File: src/rtl/arb8_hold_ctrl_pkg.sv
// Shared types and constants for the 8-way hold arbiter.
// FSM encodings, requester count, index width, rotate helper.
package arb8_hold_ctrl_pkg;

  localparam int NREQ = 8;
  localparam int IDW  = 3;

  typedef enum logic [1:0] {
    ST_IDLE = 2'd0,
    ST_BUSY = 2'd1,
    ST_PARK = 2'd2
  } state_t;

  function automatic logic [NREQ-1:0] onehot8(
    input logic [IDW-1:0] i
  );
    logic [NREQ-1:0] one;
    one = {{(NREQ-1){1'b0}}, 1'b1};
    return one << i;
  endfunction

  // rotate right: result[j] = v[(j+s) mod 8]
  function automatic logic [NREQ-1:0] rotr8(
    input logic [NREQ-1:0] v,
    input logic [IDW-1:0]  s
  );
    logic [2*NREQ-1:0] d;
    d = {v, v} >> s;
    return d[NREQ-1:0];
  endfunction

endpackage

File: src/rtl/arb8_hold_ctrl_pick8.sv
// Highest-set-bit picker for an 8-bit candidate vector.
// Ports: cand in; idx = highest set index, any = cand non-zero.
module arb_pick8
  import arb8_hold_ctrl_pkg::*;
(
  input  logic [7:0] cand,
  output logic [2:0] idx,
  output logic       any
);

  always_comb begin
    idx = 3'd0;
    any = |cand;
    priority case (1'b1)
      cand[7]: idx = 3'd7;
      cand[6]: idx = 3'd6;
      cand[5]: idx = 3'd5;
      cand[4]: idx = 3'd4;
      cand[3]: idx = 3'd3;
      cand[2]: idx = 3'd2;
      cand[1]: idx = 3'd1;
      cand[0]: idx = 3'd0;
      default: idx = 3'd0;
    endcase
  end

endmodule

File: src/rtl/arb8_hold_ctrl.sv
// 8-requester arbiter: owner keeps grant until release or MAX_HOLD timeout.
// Ports: clk, rst_n, en, req[7:0] in; gnt, gnt_id, gnt_vld, timeout out.
// Option: ARB8_ROUND_ROBIN_EN rotates priority after each grant.
module arb8_hold_ctrl
  import arb8_hold_ctrl_pkg::*;
#(
  parameter int MAX_HOLD = 16,
  parameter int CW       = 8
) (
  input  logic       clk,
  input  logic       rst_n,
  input  logic       en,
  input  logic [7:0] req,
  output logic [7:0] gnt,
  output logic [2:0] gnt_id,
  output logic       gnt_vld,
  output logic       timeout
);

  localparam logic [CW-1:0] HOLD_MAX = CW'(MAX_HOLD);

  state_t          state_q, state_d;
  logic [NREQ-1:0] gnt_q, gnt_d;
  logic [IDW-1:0]  id_q, id_d;
  logic            vld_q, vld_d;
  logic            to_q, to_d;
  logic [CW-1:0]   cnt_q, cnt_d;
  logic [NREQ-1:0] mask_q, mask_d;

  logic [NREQ-1:0] cand;
  logic [NREQ-1:0] pick_in;
  logic [IDW-1:0]  pick_idx;
  logic            pick_any;
  logic [IDW-1:0]  win;

`ifdef ARB8_ROUND_ROBIN_EN
  logic [IDW-1:0]  ptr_q, ptr_d;
`endif

  assign cand = req & mask_q;

`ifdef ARB8_ROUND_ROBIN_EN
  // rotated bit 7 is cand[ptr-1], so the last winner's
  // lower neighbour gets first pick; 3-bit add unrotates
  assign pick_in = rotr8(cand, ptr_q);
  assign win     = pick_idx + ptr_q;
`else
  assign pick_in = cand;
  assign win     = pick_idx;
`endif

  arb_pick8 u_pick (
    .cand (pick_in),
    .idx  (pick_idx),
    .any  (pick_any)
  );

  always_comb begin
    state_d = state_q;
    gnt_d   = gnt_q;
    id_d    = id_q;
    vld_d   = vld_q;
    to_d    = 1'b0;
    cnt_d   = cnt_q;
    mask_d  = mask_q;
`ifdef ARB8_ROUND_ROBIN_EN
    ptr_d   = ptr_q;
`endif
    unique case (state_q)
      ST_IDLE: begin
        gnt_d = '0;
        vld_d = 1'b0;
        cnt_d = '0;
        if (en && pick_any) begin
          state_d = ST_BUSY;
          gnt_d   = onehot8(win);
          id_d    = win;
          vld_d   = 1'b1;
          cnt_d   = CW'(1);
          mask_d  = '1;
`ifdef ARB8_ROUND_ROBIN_EN
          ptr_d   = win;
`endif
        end else if (!pick_any && (|req)) begin
          // only masked requesters left: unmask so
          // they can win on the next cycle
          mask_d = '1;
        end
      end
      ST_BUSY: begin
        if (!req[id_q]) begin
          state_d = ST_PARK;
          gnt_d   = '0;
          vld_d   = 1'b0;
        end else if (cnt_q >= HOLD_MAX) begin
          state_d = ST_PARK;
          gnt_d   = '0;
          vld_d   = 1'b0;
          to_d    = 1'b1;
          mask_d  = ~gnt_q;
        end else begin
          cnt_d = cnt_q + CW'(1);
        end
      end
      ST_PARK: begin
        state_d = ST_IDLE;
        gnt_d   = '0;
        vld_d   = 1'b0;
      end
      default: begin
        state_d = ST_IDLE;
        gnt_d   = '0;
        vld_d   = 1'b0;
        cnt_d   = '0;
      end
    endcase
  end

  always_ff @(posedge clk or negedge rst_n) begin
    if (!rst_n) begin
      state_q <= ST_IDLE;
      gnt_q   <= '0;
      id_q    <= '0;
      vld_q   <= 1'b0;
      to_q    <= 1'b0;
      cnt_q   <= '0;
      mask_q  <= '1;
    end else begin
      state_q <= state_d;
      gnt_q   <= gnt_d;
      id_q    <= id_d;
      vld_q   <= vld_d;
      to_q    <= to_d;
      cnt_q   <= cnt_d;
      mask_q  <= mask_d;
    end
  end

`ifdef ARB8_ROUND_ROBIN_EN
  always_ff @(posedge clk or negedge rst_n) begin
    if (!rst_n) begin
      ptr_q <= '0;
    end else begin
      ptr_q <= ptr_d;
    end
  end
`endif

  assign gnt     = gnt_q;
  assign gnt_id  = id_q;
  assign gnt_vld = vld_q;
  assign timeout = to_q;

endmodule
File: config.mk
export PLATFORM = sky130hd
export DESIGN_NAME = arb8_hold_ctrl
export DESIGN_NICKNAME = d
export VERILOG_FILES = /design/src/rtl/arb8_hold_ctrl_pkg.sv /design/src/rtl/arb8_hold_ctrl_pick8.sv /design/src/rtl/arb8_hold_ctrl.sv
export SDC_FILE = /design/constraint.sdc
export NUM_CORES = 1
export LEC_CHECK = 0
export CORE_MARGIN = 5
export CORE_UTILIZATION = 53
export DETAILED_ROUTE_END_ITERATION = 7
export GPL_ROUTABILITY_DRIVEN = 1
export PLACE_DENSITY = 0.85
export SKIP_CTS_REPAIR_TIMING = 1
export SLEW_MARGIN = 20
export SYNTH_ARGS = -nofsm -noshare
export SYNTH_HDL_FRONTEND = slang
export SYNTH_SLANG_ARGS = --single-unit
File: constraint.sdc
create_clock -name clk -period 1.9 [get_ports clk]
set_input_delay 0.19 -clock clk [delete_from_list [all_inputs] [get_ports clk]]
set_output_delay 0.19 -clock clk [all_outputs]
set_load 0.005 [all_outputs]
==> impl_metrics.prom, run 1 <==
# TYPE chip_impl_metric gauge
chip_impl_metric{name="die_y",unit="um"} 64.4
chip_impl_metric{name="post_route_cells_drive_above_1_share",unit="%"} 21.3
chip_impl_metric{name="num-fill-cells",unit=""} 220
chip_impl_metric{name="post_drt_via_cell_ratio",unit=""} 6.36
chip_impl_info{name="timing.hold.worst.class",value="in -> async"} 1
chip_impl_metric{name="n_diodes",unit=""} 0
chip_impl_metric{name="syn-cell-area",unit="um2"} 1570
chip_impl_metric{name="clock-skew-final",unit="ns"} 0.00746
chip_impl_metric{name="fp.dieW",unit="um"} 64.4
chip_impl_info{name="top_library_cells_by_usage_in_the_layout_fill_and_taps_aside",value="sky130_fd_sc_hd__clkdlybuf4s50_1, sky130_fd_sc_hd__dfrtp_1, sky130_fd_sc_hd__nand2_1"} 1
chip_impl_metric{name="netSwitchingPower",unit="mW"} 0.832
chip_impl_metric{name="critical_path_required",unit="ns"} 2.14
chip_impl_metric{name="nets",unit=""} 190
chip_impl_metric{name="first_global_vias",unit=""} 1417
chip_impl_info{name="ys_top_cells_by_area",value="sky130_fd_sc_hd__dfrtp_1, sky130_fd_sc_hd__dfstp_2, sky130_fd_sc_hd__a22oi_2"} 1
chip_impl_metric{name="syn_area_cell",unit="um2"} 11.0
chip_impl_metric{name="clkLatencyLatePin",unit="ns"} 0.33
chip_impl_metric{name="maxCapViolations",unit=""} 0
chip_impl_metric{name="vias",unit=""} 1329
chip_impl_metric{name="cts.reportedPaths.clkPinSlew",unit="ns"} 0.09
chip_impl_metric{name="synth_cells",unit=""} 143
chip_impl_metric{name="place_inst",unit=""} 201
chip_impl_metric{name="route.detailed.drc",unit=""} 0
chip_impl_info{name="synth-main-ff-cell",value="sky130_fd_sc_hd__dfrtp_1"} 1
chip_impl_metric{name="achievable-frequency",unit="MHz"} 561
chip_impl_metric{name="core.rowCount",unit=""} 19
chip_impl_info{name="setup.worst_path.start_class",value="flip-flop"} 1
chip_impl_metric{name="floorplan.core_area",unit="um2"} 2810
chip_impl_info{name="layout.cells.most_common",value="sky130_fd_sc_hd__clkdlybuf4s50_1"} 1
chip_impl_metric{name="wire_per_inst",unit="um"} 18.9
chip_impl_metric{name="initial_core_util",unit="%"} 55.9
chip_impl_metric{name="global_route.overflow_total",unit=""} 0
chip_impl_info{name="r2r-start",value="gnt_id[0]$_DFFE_PN0N_"} 1
chip_impl_metric{name="p_int",unit="mW"} 1.28
chip_impl_metric{name="async_flop_share",unit="%"} 100
chip_impl_metric{name="layout-area-overhead-vs-synth",unit="%"} 22.3
chip_impl_metric{name="final.period_utilization",unit="%"} 93.9
chip_impl_info{name="result_of_the_run",value="finished, final reports clean"} 1
chip_impl_metric{name="sequentialPowerShare",unit="%"} 42.0
chip_impl_metric{name="postRouteAntennaNets",unit=""} 0
chip_impl_metric{name="timing_max_transition_violations_final",unit=""} 0
chip_impl_metric{name="clk_path_buf_depth",unit=""} 2
chip_impl_metric{name="total_leakage_power",unit="nW"} 0.888
chip_impl_metric{name="number_of_endpoints_failing_setup_at_the_final_stage",unit=""} 0
chip_impl_metric{name="grt_first_pass_wirelength",unit="um"} 6640
chip_impl_metric{name="yosys.cell_types.count",unit=""} 41
chip_impl_metric{name="grt_use_total",unit="%"} 21.2
chip_impl_metric{name="synth.ff_latch_count",unit=""} 31
chip_impl_info{name="critical_path.startpoint",value="gnt_id[0]$_DFFE_PN0N_"} 1
chip_impl_metric{name="cts-htree-levels",unit=""} 2
chip_impl_info{name="rsz0062_at_grt",value="no"} 1
chip_impl_metric{name="switching_share",unit="%"} 39.3
chip_impl_metric{name="worst_slew_margin_rel",unit="%"} 70.2
chip_impl_metric{name="floorplan.io_pins",unit=""} 24
chip_impl_metric{name="combinationalPowerShare",unit="%"} 41.0
chip_impl_metric{name="number_of_i_o_port_buffers",unit=""} 23
chip_impl_metric{name="top_area_cell_type_share_of_the_netlist_area",unit="%"} 36.7
chip_impl_metric{name="p_per_area",unit="nW/um2"} 1100
chip_impl_info{name="cts_tree",value="yes"} 1
chip_impl_metric{name="critical_path_peak_fanout",unit=""} 8
chip_impl_metric{name="worstMarginPinSlew",unit="ns"} 0.443
chip_impl_metric{name="layout.cell_area.non_filler",unit="um2"} 1920
chip_impl_metric{name="detail_route.first_pass.iterations",unit=""} 4
chip_impl_metric{name="detail_route.iter0.violations",unit=""} 96
chip_impl_info{name="setup.worst_path.class",value="reg -> reg"} 1
chip_impl_metric{name="worst-endpoint-arrival",unit="ns"} 2.03
chip_impl_metric{name="die_area",unit="um2"} 4150
chip_impl_metric{name="grt_antenna_before_repair",unit=""} 0
chip_impl_info{name="end_kind",value="flip-flop"} 1
chip_impl_info{name="clock_tree.root_cell",value="sky130_fd_sc_hd__clkbuf_4"} 1
chip_impl_metric{name="synth_enable_flop_cells",unit=""} 0
chip_impl_metric{name="synth-seq-area-share",unit="%"} 50.1
chip_impl_metric{name="synthesis.nets",unit=""} 156
chip_impl_metric{name="vdd_drop_max",unit="mV"} 0.759
chip_impl_metric{name="post-layout-total-power",unit="mW"} 2.11
chip_impl_metric{name="cts.sinks",unit=""} 31
chip_impl_metric{name="finalHoldViolCount",unit=""} 0
chip_impl_info{name="synth_top_cell_by_area",value="sky130_fd_sc_hd__dfrtp_1"} 1
chip_impl_metric{name="place.detailed.hpwl",unit="um"} 2950
chip_impl_metric{name="power.share.clock",unit="%"} 17.0
chip_impl_metric{name="fin_crit",unit="ns"} 1.78
chip_impl_metric{name="final_cells",unit=""} 209
chip_impl_metric{name="synthesis.yosys.warnings",unit=""} 0
chip_impl_metric{name="placedInstanceArea",unit="um2"} 1870
chip_impl_metric{name="maximum_number_of_pins_on_one_net_before_global_route_repair",unit=""} 32
chip_impl_metric{name="detail_route.wirelength",unit="um"} 3960
chip_impl_metric{name="routabilityCongestion",unit=""} 0.880
chip_impl_metric{name="cts_made_buffers",unit=""} 5
==> synthesized netlist by cell type (2+ instances only) <==
cell type	count
sky130_fd_sc_hd__a22o_1	2
sky130_fd_sc_hd__a22oi_1	6
sky130_fd_sc_hd__a22oi_2	8
sky130_fd_sc_hd__a31oi_1	2
sky130_fd_sc_hd__a32o_1	4
sky130_fd_sc_hd__and2_1	4
sky130_fd_sc_hd__and3_1	3
sky130_fd_sc_hd__buf_6	2
sky130_fd_sc_hd__dfrtp_1	23
sky130_fd_sc_hd__dfstp_2	8
sky130_fd_sc_hd__ha_1	2
sky130_fd_sc_hd__inv_1	13
sky130_fd_sc_hd__mux2i_1	3
sky130_fd_sc_hd__nand2_1	15
sky130_fd_sc_hd__nand3_1	5
sky130_fd_sc_hd__nor2_1	5
sky130_fd_sc_hd__nor2b_1	3
sky130_fd_sc_hd__o211ai_1	2
sky130_fd_sc_hd__o21ai_0	6
sky130_fd_sc_hd__o2bb2ai_1	5
sky130_fd_sc_hd__or4_1	2
==> layout make-up <==
class | count | area [um2] | share of cell area (%)
well taps | 31 | 38.8 | 2.02
clock inverters | 1 | 5.00 | 0.261
repair buffers | 31 | 290 | 15.1
inverters | 13 | 48.8 | 2.55
flip-flops and latches | 31 | 787 | 41.1
clock buffers | 7 | 45.0 | 2.35
multi-input cells | 95 | 702 | 36.6
==> per-layer routing <==
| layer | GRT usage [%] | routed length [um] |
|---|---|---|
| met1 | 25.7 | 1700 |
| met3 | 7.71 | 267 |
| met4 | 12.9 | 166 |
| met2 | 32.2 | 1830 |
| met5 | 0 | 0 |
==> stage by stage <==
| step | worst slack, ns | hold slack, ns | setup TNS (ns) | util (%) |
|---|---|---|---|---|
| after floorplan | 0.260 | -0.106 | 0 | - |
| after global placement | 0.00444 | 0.457 | 0 | 66.5 |
| after detailed placement | -0.0213 | 0.466 | -0.0553 | 66.5 |
| after CTS | 0.0201 | 0.241 | 0 | 68.3 |
| after global routing | 0.0343 | 0.270 | 0 | 68.3 |
| final | 0.116 | 0.237 | 0 | 68.3 |
==> kinds of logic after synthesis <==
logic type	Yosys count	share of synthesized area [%]
simple gates	46	16.0
compound gates	43	24.3
buf+inv	17	5.11
flops	31	50.1
fa+ha+maj	2	1.60
mux	4	2.87
==> final timing paths <==
path,slack [ns],cells after the start,endpoint
min in group clk,0.48,1,mask_q[2]$_DFFE_PN1P_
max in group asynchronous,1.34,2,mask_q[7]$_DFFE_PN1P_
worst max register to register,0.12,6,mask_q[6]$_DFFE_PN1P_
worst min register to register,0.48,1,mask_q[2]$_DFFE_PN1P_
worst min-delay path,0.24,2,timeout$_DFF_PN0_
worst max-delay path,0.12,6,mask_q[6]$_DFFE_PN1P_
==> worst max-delay path, stage by stage, from the launching register on <==
cell                       delay, ns
sky130_fd_sc_hd__dfrtp_2        0.48
sky130_fd_sc_hd__mux2i_1        0.26
sky130_fd_sc_hd__a22oi_1        0.15
sky130_fd_sc_hd__buf_4          0.16
sky130_fd_sc_hd__and3b_4        0.19
sky130_fd_sc_hd__o211ai_4       0.37
sky130_fd_sc_hd__a22oi_2        0.09
==> power groups by stage <==
| stage | sequential, mW | clock, mW | combinational (mW) |
|---|---|---|---|
| finish | 0.888 | 0.360 | 0.867 |
| global route | 0.902 | 0.407 | 0.927 |
| CTS | 0.883 | 0.370 | 0.859 |
| detailed placement | 0.894 | 0 | 0.858 |
| global placement | 0.887 | 0 | 0.811 |
| floorplan | 0.851 | 0 | 0.552 |
==> flip-flops by register name, summed over array words and instances, names as in the netlist <==
signal   count
mask_q       8
gnt_vld      1
gnt          8
timeout      1
cnt_q        8
gnt_id       3
state_q      2
No activity file was read; power rests on OpenSTA's default activity.
==> run 2: changes to the inputs <==
Settings changed: TNS_END_PERCENT set to 20.
==> results of run 2 <==
Final layout, timing and power as in run 1 (identical DEF).
==> run 3: changes to the inputs <==
Settings changed: ABC_AREA set to 1, PLACE_DENSITY 0.85 to 0.84.
==> run 3 against run 2 <==
Count of clock-buffer cells in the layout rose by 1; sequential share of layout area shrank 1.4 points; sequential power increased by 24%; routed wire length fell by 13%; global-route usage decreased by 2.3 points; combinational power increased by 51%; register-to-register slack improved by 0.24 ns; synthesized cell count is 43% higher; die area rose by 3.3%; non-clock buffer count decreased by 6.
==> impl_metrics.prom, run 3 <==
# TYPE chip_impl_metric gauge
chip_impl_metric{name="sum_neg_setup_slack",unit="ns"} 0
chip_impl_metric{name="syn-cell-area",unit="um2"} 1630
chip_impl_info{name="cp_most_frequent_cell",value="sky130_fd_sc_hd__nand2_1"} 1
chip_impl_info{name="synth_top_cell_by_area",value="sky130_fd_sc_hd__dfrtp_1"} 1
chip_impl_metric{name="switching_share",unit="%"} 42.3
chip_impl_metric{name="post_drt_via_cell_ratio",unit=""} 5.21
chip_impl_metric{name="clock-skew-final",unit="ns"} 0.00405
chip_impl_metric{name="finalWorstSetupSlack",unit="ns"} 0.352
chip_impl_metric{name="die_y",unit="um"} 65.4
chip_impl_metric{name="detail_route.wirelength",unit="um"} 3460
chip_impl_metric{name="async_flop_share",unit="%"} 100
chip_impl_metric{name="layout.cell_area.non_filler",unit="um2"} 1980
chip_impl_metric{name="place.detailed.hpwl",unit="um"} 2640
chip_impl_metric{name="worst_slew_margin_rel",unit="%"} 73.5
chip_impl_metric{name="cts_made_buffers",unit=""} 5
chip_impl_metric{name="total_leakage_power",unit="nW"} 1.03
chip_impl_metric{name="detail_route.first_pass.iterations",unit=""} 4
chip_impl_info{name="rsz0062_at_grt",value="no"} 1
chip_impl_metric{name="fp.dieW",unit="um"} 65.4
chip_impl_metric{name="detail_route.iter0.violations",unit=""} 108
chip_impl_metric{name="p_per_area",unit="nW/um2"} 1440
chip_impl_metric{name="synth_cells",unit=""} 205
chip_impl_metric{name="p_int",unit="mW"} 1.64
chip_impl_metric{name="finalHoldViolCount",unit=""} 0
chip_impl_metric{name="sequentialPowerShare",unit="%"} 38.8
chip_impl_metric{name="cts.reportedPaths.clkPinSlew",unit="ns"} 0.09
chip_impl_metric{name="netSwitchingPower",unit="mW"} 1.20
chip_impl_metric{name="critical_path_peak_fanout",unit=""} 5
chip_impl_metric{name="power.share.clock",unit="%"} 15.0
chip_impl_metric{name="achievable-frequency",unit="MHz"} 646
chip_impl_metric{name="global_route.overflow_total",unit=""} 0
chip_impl_metric{name="wire_per_inst",unit="um"} 12.8
chip_impl_info{name="clock_tree.root_cell",value="sky130_fd_sc_hd__clkbuf_4"} 1
chip_impl_metric{name="clkLatencyLatePin",unit="ns"} 0.33
chip_impl_metric{name="number_of_endpoints_failing_setup_at_the_final_stage",unit=""} 0
chip_impl_metric{name="grt_first_pass_wirelength",unit="um"} 6120
chip_impl_info{name="synthTopCellsByCount",value="sky130_fd_sc_hd__nand2_1, sky130_fd_sc_hd__inv_1, sky130_fd_sc_hd__nand3_1"} 1
chip_impl_metric{name="die_area",unit="um2"} 4280
chip_impl_info{name="end_kind",value="flip-flop"} 1
chip_impl_info{name="result_of_the_run",value="finished, final reports clean"} 1
chip_impl_metric{name="grt_antenna_before_repair",unit=""} 0
chip_impl_metric{name="cts-htree-levels",unit=""} 2
chip_impl_metric{name="n_diodes",unit=""} 0
chip_impl_metric{name="worst-endpoint-arrival",unit="ns"} 1.76
chip_impl_metric{name="worstPathBufferInverterCount",unit=""} 1
chip_impl_info{name="top_library_cells_by_usage_in_the_layout_fill_and_taps_aside",value="sky130_fd_sc_hd__nand2_1, sky130_fd_sc_hd__inv_1, sky130_fd_sc_hd__nand3_1"} 1
chip_impl_metric{name="synth_enable_flop_cells",unit=""} 0
chip_impl_metric{name="postRouteAntennaNets",unit=""} 0
chip_impl_metric{name="grt_use_total",unit="%"} 18.9
chip_impl_metric{name="worst_hold_check_slack",unit="ns"} 0.240
chip_impl_metric{name="critical_path_required",unit="ns"} 2.11
chip_impl_metric{name="number_of_i_o_port_buffers",unit=""} 23
chip_impl_metric{name="max_stage_delay",unit="ns"} 0.55
chip_impl_metric{name="cts.sinks",unit=""} 31
chip_impl_info{name="timing.hold.worst.class",value="in -> async"} 1
chip_impl_metric{name="vdd_drop_max",unit="mV"} 0.772
chip_impl_metric{name="synth-seq-area-share",unit="%"} 48.2
chip_impl_metric{name="top_area_cell_type_share_of_the_netlist_area",unit="%"} 35.3
chip_impl_metric{name="floorplan.core_area",unit="um2"} 3000
chip_impl_metric{name="nets",unit=""} 249
chip_impl_metric{name="worstMarginPinSlew",unit="ns"} 0.397
chip_impl_metric{name="synth.ff_latch_count",unit=""} 31
chip_impl_metric{name="synthesis.nets",unit=""} 218
chip_impl_metric{name="initial_core_util",unit="%"} 54.2
chip_impl_metric{name="vias",unit=""} 1408
chip_impl_metric{name="route.detailed.drc",unit=""} 0
chip_impl_metric{name="final.period_utilization",unit="%"} 81.5
chip_impl_info{name="layout.cells.most_common",value="sky130_fd_sc_hd__nand2_1"} 1
chip_impl_metric{name="syn_area_cell",unit="um2"} 7.95
chip_impl_metric{name="combinationalPowerShare",unit="%"} 46.2
chip_impl_info{name="cts_tree",value="yes"} 1
chip_impl_metric{name="first_global_vias",unit=""} 1415
chip_impl_info{name="setup.worst_path.start_class",value="flip-flop"} 1
chip_impl_info{name="synth-main-ff-cell",value="sky130_fd_sc_hd__dfrtp_1"} 1
chip_impl_info{name="ys_top_cells_by_area",value="sky130_fd_sc_hd__dfrtp_1, sky130_fd_sc_hd__nand2_1, sky130_fd_sc_hd__dfstp_2"} 1
chip_impl_metric{name="synthesis.yosys.warnings",unit=""} 0
chip_impl_metric{name="placedInstanceArea",unit="um2"} 1910
chip_impl_metric{name="yosys.cell_types.count",unit=""} 22
chip_impl_info{name="critPathTopFamily",value="simple AND/OR/NAND/NOR gates"} 1
chip_impl_metric{name="dp_worst_setup_slack",unit="ns"} 0.181
chip_impl_metric{name="timing_max_transition_violations_final",unit=""} 0
chip_impl_metric{name="clk_path_buf_depth",unit=""} 2
chip_impl_metric{name="maximum_number_of_pins_on_one_net_before_global_route_repair",unit=""} 32
chip_impl_metric{name="maxCapViolations",unit=""} 0
chip_impl_metric{name="floorplan.io_pins",unit=""} 24
chip_impl_info{name="timing.critical_path.cells",value="nand2_1, nand2_1, a21oi_1, nor2_1, inv_1, nand3_1, o21ai_0"} 1
chip_impl_metric{name="post_route_cells_drive_above_1_share",unit="%"} 13.1
chip_impl_metric{name="fin_crit",unit="ns"} 1.55
chip_impl_info{name="post-synth-top-count-cell",value="sky130_fd_sc_hd__nand2_1"} 1
chip_impl_info{name="crit_slowest_cell",value="sky130_fd_sc_hd__dfstp_2"} 1
chip_impl_metric{name="routabilityCongestion",unit=""} 0.839
chip_impl_metric{name="layout-area-overhead-vs-synth",unit="%"} 21.5
chip_impl_metric{name="core.rowCount",unit=""} 20
chip_impl_info{name="setup.worst_path.class",value="reg -> reg"} 1
## run 3: cell types whose count changed after synthesis, sizes merged, moves of 5 or more
cell	before	now
and2	5	0
nand2	15	79
o2bb2ai	5	0
inv	13	25
nor2	6	14
a22oi	14	0
nand3	5	28
nand4	0	5
## run 3: final timing paths
check                                      start               endpoint  slack (ns)  depth (start not counted)
max                        mask_q[4]$_DFFE_PN1P_     gnt[6]$_DFFE_PN0P_        0.35                          7
min                                        rst_n   cnt_q[7]$_DFFE_PN0P_        0.24                          2
max reg2reg                mask_q[4]$_DFFE_PN1P_     gnt[6]$_DFFE_PN0P_        0.35                          7
min reg2reg                mask_q[3]$_DFFE_PN1P_  mask_q[3]$_DFFE_PN1P_        0.48                          2
max in group asynchronous                  rst_n  mask_q[2]$_DFFE_PN1P_        1.35                          2
min in group clk           mask_q[3]$_DFFE_PN1P_  mask_q[3]$_DFFE_PN1P_        0.48                          2
## run 3: kinds of logic (layout without fill, tap and decap cells)
group	count (synthesis)	after routing	share of synthesized area, %
simple gates	128	128	37.8
flops	31	31	48.2
compound gates	16	16	5.30
xor+xnor	2	2	1.08
buf+inv	26	58	6.07
fa+ha+maj	2	2	1.54
## run 3: metal layers
layer | track usage, % | wire [um] | vias up
met5 | 0 | 0 | -
met4 | 8.55 | 58 | 0
met3 | 6.32 | 225 | 7
met2 | 29.7 | 1560 | 38
met1 | 23.5 | 1610 | 651
li1 | - | - | 712
## run 3: through the flow
step | instances | power, mW | utilization [%]
after floorplan | 205 | 1.98 | -
after global placement | 262 | 2.38 | 63.6
after detailed placement | 262 | 2.42 | 63.6
after CTS | 270 | 2.85 | 65.9
after global routing | 270 | 3.09 | 65.9
final | 270 | 2.84 | 65.9
## run 3: power groups by stage
stage,logic [mW],clock network (mW),registers [mW]
floorplan,0.915,0,1.06
global placement,1.28,0,1.10
detailed placement,1.31,0,1.11
CTS,1.32,0.439,1.10
global route,1.49,0.474,1.13
finish,1.31,0.427,1.10
## run 3: layout make-up
type,count,area (um2)
Fill cell,262,1020
Inverter,25,93.8
Sequential cell,31,786
Timing Repair Buffer,25,245
Tap cell,33,41.3
Multi-Input combinational cell,148,744
Clock buffer,8,68.8
